===== src/rtl/result_bcd_display.sv =====
// Display stage for the repeated-subtraction divider. Captures the divider
// result, converts the selected value to BCD one bit per cycle (double
// dabble), and scans it onto a 4-digit active-low seven-segment display.
module result_bcd_display #(
  parameter int WIDTH       = 8,
  parameter int REFRESH_DIV = 50000
) (
  input  logic             clk,
  input  logic             reset,
  input  logic             ready,
  input  logic             error,
  input  logic [WIDTH-1:0] quotient,
  input  logic [WIDTH-1:0] remainder,
  input  logic             show_rem,
  output logic             busy,
  output logic             valid,
  output logic [6:0]       seg,
  output logic [3:0]       an
);

  typedef enum logic [1:0] {EMPTY, CONV, SHOW, ERR} state_t;

  localparam int BW = $clog2(WIDTH + 1);
  localparam int RW = $clog2(REFRESH_DIV);

  state_t           state;
  logic [WIDTH-1:0] q_cap, r_cap, shift;
  logic [15:0]      bcd, disp;
  logic [BW-1:0]    bitcnt;
  logic             sel;
  logic             shown;   // a number has reached the display since reset
  logic [RW-1:0]    rcnt;
  logic [1:0]       idx;

  logic [15:0]       adj;
  logic [15+WIDTH:0] sh_n;
  logic [15:0]       upper;
  logic              lead_blank;
  logic [6:0]        seg_n;
  logic [3:0]        an_n;

  function automatic logic [6:0] enc(input logic [3:0] n);
    case (n)
      4'd0:    enc = 7'b1000000;
      4'd1:    enc = 7'b1111001;
      4'd2:    enc = 7'b0100100;
      4'd3:    enc = 7'b0110000;
      4'd4:    enc = 7'b0011001;
      4'd5:    enc = 7'b0010010;
      4'd6:    enc = 7'b0000010;
      4'd7:    enc = 7'b1111000;
      4'd8:    enc = 7'b0000000;
      4'd9:    enc = 7'b0010000;
      default: enc = 7'h7F;
    endcase
  endfunction

  // One double-dabble step: add 3 to nibbles >= 5, then shift {bcd,shift} left.
  always_comb begin
    adj = bcd;
    for (int i = 0; i < 4; i++)
      if (bcd[i*4 +: 4] >= 4'd5) adj[i*4 +: 4] = bcd[i*4 +: 4] + 4'd3;
    sh_n = {adj, shift} << 1;
  end

  // Control FSM: capture, conversion sequencing, display register update.
  always_ff @(posedge clk) begin
    if (reset) begin
      state  <= EMPTY;
      q_cap  <= '0;
      r_cap  <= '0;
      sel    <= 1'b0;
      shift  <= '0;
      bcd    <= '0;
      bitcnt <= '0;
      disp   <= '0;
      shown  <= 1'b0;
    end else if (ready && error) begin
      state <= ERR;
    end else if (ready) begin
      q_cap  <= quotient;
      r_cap  <= remainder;
      sel    <= show_rem;
      shift  <= show_rem ? remainder : quotient;
      bcd    <= '0;
      bitcnt <= '0;
      state  <= CONV;
    end else begin
      case (state)
        CONV: begin
          bcd    <= sh_n[15+WIDTH -: 16];
          shift  <= sh_n[WIDTH-1:0];
          bitcnt <= bitcnt + 1'b1;
          if (bitcnt == BW'(WIDTH - 1)) begin
            disp  <= sh_n[15+WIDTH -: 16];
            shown <= 1'b1;
            state <= SHOW;
          end
        end
        SHOW: begin
          // Selection changed: convert the other captured value.
          if (show_rem != sel) begin
            sel    <= show_rem;
            shift  <= show_rem ? r_cap : q_cap;
            bcd    <= '0;
            bitcnt <= '0;
            state  <= CONV;
          end
        end
        default: ;
      endcase
    end
  end

  // Free-running refresh counter and digit index.
  always_ff @(posedge clk) begin
    if (reset) begin
      rcnt <= '0;
      idx  <= '0;
    end else if (rcnt == RW'(REFRESH_DIV - 1)) begin
      rcnt <= '0;
      idx  <= idx + 2'd1;
    end else begin
      rcnt <= rcnt + 1'b1;
    end
  end

  // Segment pattern for the currently indexed digit, with leading-zero blanking.
  always_comb begin
    upper      = disp >> {idx, 2'b00};
    lead_blank = (idx != 2'd0) && (upper == 16'd0);
    seg_n      = 7'h7F;
    an_n       = 4'hF;
    if (!(state == EMPTY || (state == CONV && !shown))) begin
      an_n = ~(4'b0001 << idx);
      if (state == ERR) begin
        case (idx)
          2'd3:    seg_n = 7'b0000110;
          2'd2:    seg_n = 7'b0101111;
          2'd1:    seg_n = 7'b0101111;
          default: seg_n = 7'h7F;
        endcase
      end else if (!lead_blank) begin
        seg_n = enc(upper[3:0]);
      end
    end
  end

  // Registered display drive so seg and an switch on the same edge.
  always_ff @(posedge clk) begin
    if (reset) begin
      seg <= 7'h7F;
      an  <= 4'hF;
    end else begin
      seg <= seg_n;
      an  <= an_n;
    end
  end

  assign busy  = (state == CONV);
  assign valid = (state == SHOW);

endmodule


===== config.mk =====
export PLATFORM = sky130hd
export DESIGN_NAME = result_bcd_display
export DESIGN_NICKNAME = d
export VERILOG_FILES = /design/src/rtl/result_bcd_display.sv
export SDC_FILE = /design/constraint.sdc
export NUM_CORES = 1
export LEC_CHECK = 0
export ABC_AREA = 0
export CORE_AREA = 2 2 91 93
export CTS_BUF_LIST = sky130_fd_sc_hd__clkbuf_16
export DETAILED_ROUTE_END_ITERATION = 6
export DIE_AREA = 0 0 93 95
export PLACE_DENSITY = 0.78
export SYNTH_ARGS = -nofsm -noshare
export SYNTH_HDL_FRONTEND = slang
export SYNTH_SLANG_ARGS = --single-unit

===== constraint.sdc =====
create_clock -name clk -period 3.1 [get_ports clk]
set_clock_uncertainty 0.2 [all_clocks]
set_input_delay 0.62 -clock clk [delete_from_list [all_inputs] [get_ports clk]]
set_output_delay 0.62 -clock clk [all_outputs]
set_load 0.02 [all_outputs]

==> results by group, run 1 <==
Run status
  – Status: completed

Synthesis
  – Synth Register Bits: 93
  – Mapped Cells: 525
  – Most common cell in the netlist: dfxtp_1
  – Commonest cells in the netlist: dfxtp_1 (93), nand2_1 (86), nor2_1 (64), a21oi_1 (46), ha_1 (21)
  – Mean Syn Cell Area: 8.45 um^2
  – Netlist cell types: 46
  – Top_reg_cell synth: dfxtp_1
  – Seq/Total Area, Yosys: 42.0%
  – Synthesis Warnings: 0
  – Post-synth EDFFs: 0
  – Syn Nets: 567
  – Post-Syn Area: 4440 um^2
  – Async SR Flop Fraction: 0%
  – Post-synth top area share: a little over two fifths
  – Area leader, netlist: dfxtp_1
  – Synth top area cells: dfxtp_1 (42%), nand2_1 (7.3%), ha_1 (5.9%)

Route
  – Drt drc: 0
  – Wire per inst: 14.1 um
  – Initial drt markers: 195
  – Post-DRT Antenna Nets: 0
  – Routed WL: roughly 9400 um
  – DRT Pass-1 Iters: 5
  – Total vias in the final route: 3,763
  – Via-to-Cell Ratio: 5.62

Timing
  – Final period util: 88.2%
  – Final hold vios: 0
  – RSZ-0062 raised after global routing: false
  – Minimum clock period: 2.73 ns
  – Setup ws final: 0.366 ns
  – Max Fclk: ~370 MHz
  – Worst slew margin: 58.4%
  – Final setup TNS: 0 ns
  – Worst-margin pin slew: ~0.62 ns
  – Final setup vio count: 0
  – Fin. max-slew vios: 0

Floorplan
  – Die Span X: 93 um
  – DIE HEIGHT: 95 um
  – Die area: just under 9000 um^2
  – Core Rows: 33
  – Placeable Area: a little under 8000 um^2
  – Initial core utilization: 56.0%
  – Ports: 34

Cells and area
  – Layout cells sized above 1: 10.1%
  – Layout area overhead: 17.1%
  – Filler cells: 659
  – Number of diodes: 0
  – Final nets: 601

GRT
  – Initial antenna violation count: 0
  – GR Overflow Total: 0
  – GRT Overall Usage: 23.0%
  – Largest net degree at the start of global routing: 30
  – Number of global-route vias before repair: approximately 3,700
  – First-pass GRT wire length: about 16,000 um

Worst setup path
  – Crit Path Class: flop to flop
  – Critical Path RT: 3.16 ns
  – Flop-to-flop setup slack: 0.37 ns
  – Crit path capture type: flop
  – CP arrival: about 2.8 ns
  – Setup crit start kind: flop
  – Worst-path fanout max: 4

Power and ir drop
  – Leak: 1.88 nW
  – Pwr dens: 484 nW/um^2
  – Worst IR Drop VDD: 0.304 mV

CTS
  – Root Driver: clkbuf_16
  – Clk_lat worst skew: between 0.3 and 0.4 ns
  – Clock Tree Buf Depth: 2
  – Num CTS Buffers: 9
  – Postcts setup bufs: 0
  – CTS H-tree depth: 3
  – Clk slew on worst S/H paths: 0.07 ns
  – Hold_buf cts: 0
  – CTS resizes: 0
  – CTS tree: done
  – Clk sinks: 93

Place
  – Final Wtd Congestion: 0.914
  – Port bufs: 33
  – Pre-CTS setup slack: 0.408 ns
  – DP HPWL: 6800 um

Job
  – Max cap viols: 0

Worst hold path
  – Hold Crit Class: flop to flop
-- logic make-up (layout without fill, tap and decap cells) --
kind of cell	Yosys count	after routing	share of synthesized area, %
and+or+nand+nor	216	216	21.8
AOI/OAI and AO/OA	102	102	14.2
DFF	93	93	42.0
buffers and inverters	44	83	4.14
muxes	29	29	8.04
adders and majority gates	21	21	5.92
xor gates and xnor gates	20	20	3.95
-- stage by stage --
stage               hold slack (ns)  area, um^2  utilization (%)  power (W)  std cells
global route                  0.273        5200             65.5    0.00262        669
finish                        0.259        5200             65.5    0.00251        669
global placement              0.226        4900             61.8    0.00148        653
CTS                           0.259        5200             65.5    0.00253        669
floorplan                     0.218        4440                -    0.00140        525
detailed placement            0.249        4900             61.8    0.00148        653
-- cell usage in the layout (no fill, tap or decap), drive strengths merged, types with 5 or more instances in the layout --
cell / synthesis / final
a221oi: 5 / 5
inv: 17 / 20
dfxtp: 93 / 93
buf: 11 / 18
nor2: 65 / 65
a211oi: 10 / 10
clkdlybuf4s50: 0 / 32
nor3: 14 / 14
clkbuf: 16 / 9
xnor2: 11 / 11
xor2: 9 / 9
o21ai: 18 / 18
nand2b: 8 / 8
nor4: 7 / 7
a21oi: 46 / 46
nand2: 86 / 86
a22oi: 13 / 13
mux2i: 12 / 12
ha: 21 / 21
mux2: 13 / 13
nand3: 16 / 16
-- metal layers --
| layer | vias to the layer above | wire length, um | share of wire (%) | GRT usage (%) |
|---|---|---|---|---|
| li1 | 1891 | - | - | - |
| met1 | 1755 | 4220 | 45 | 28.6 |
| met3 | 23 | 442 | 4.7 | 4.23 |
| met4 | 0 | 249 | 2.6 | 11.3 |
| met5 | - | 0 | 0 | 0 |
| met2 | 94 | 4500 | 48 | 38.7 |
-- layout make-up --
class                           instances  area [um^2]  share of cell area, %
Clock buffer                            9          225                   4.33
Clock inverter                          7         68.8                   1.32
Inverter                               17         63.8                   1.23
Multi-Input combinational cell        388         2390                   46.0
Sequential cell                        93         1860                   35.8
Tap cell                              105          131                   2.53
Timing Repair Buffer                   50          453                   8.72
-- critical path, cell delays in order, from the launching register on --
cell and delay [ns]:
dfxtp_1 0.41, mux4_2 0.57, inv_1 0.16, ha_1 0.19, nor4b_1 0.23, a21oi_1 0.07, a311oi_1 0.53, nor2_2 0.11
o211ai_1 0.18
-- report_power, final --
group,internal [W],leakage [nW],switching [W]
registers,0.00123,0.755,0.0000233
logic,0.0000942,0.982,0.000113
clock network,0.000564,0.143,0.000492
-- worst paths after layout --
kind | start | end | cells past startpoint
setup / recovery | idx[0] | seg[6] | 8
hold / removal | r_cap[0] | r_cap[0] | 2
setup reg to reg | idx[0] | seg[6] | 8
hold reg to reg | r_cap[0] | r_cap[0] | 2
-- state kept, by name, indices dropped and copies added (netlist names) --
name,flops
bitcnt,4
rcnt,16
r_cap,8
shift,8
q_cap,8
seg,7
an,4
shown,1
state,2
idx,2
sel,1
bcd,16
disp,16
(Power assumes the default switching activity.)
==> run 2: changes to the inputs <==
Settings changed: CAP_MARGIN set to 0.
==> results of run 2 <==
No change in the layout: final DEF, timing and power equal those of run 1.
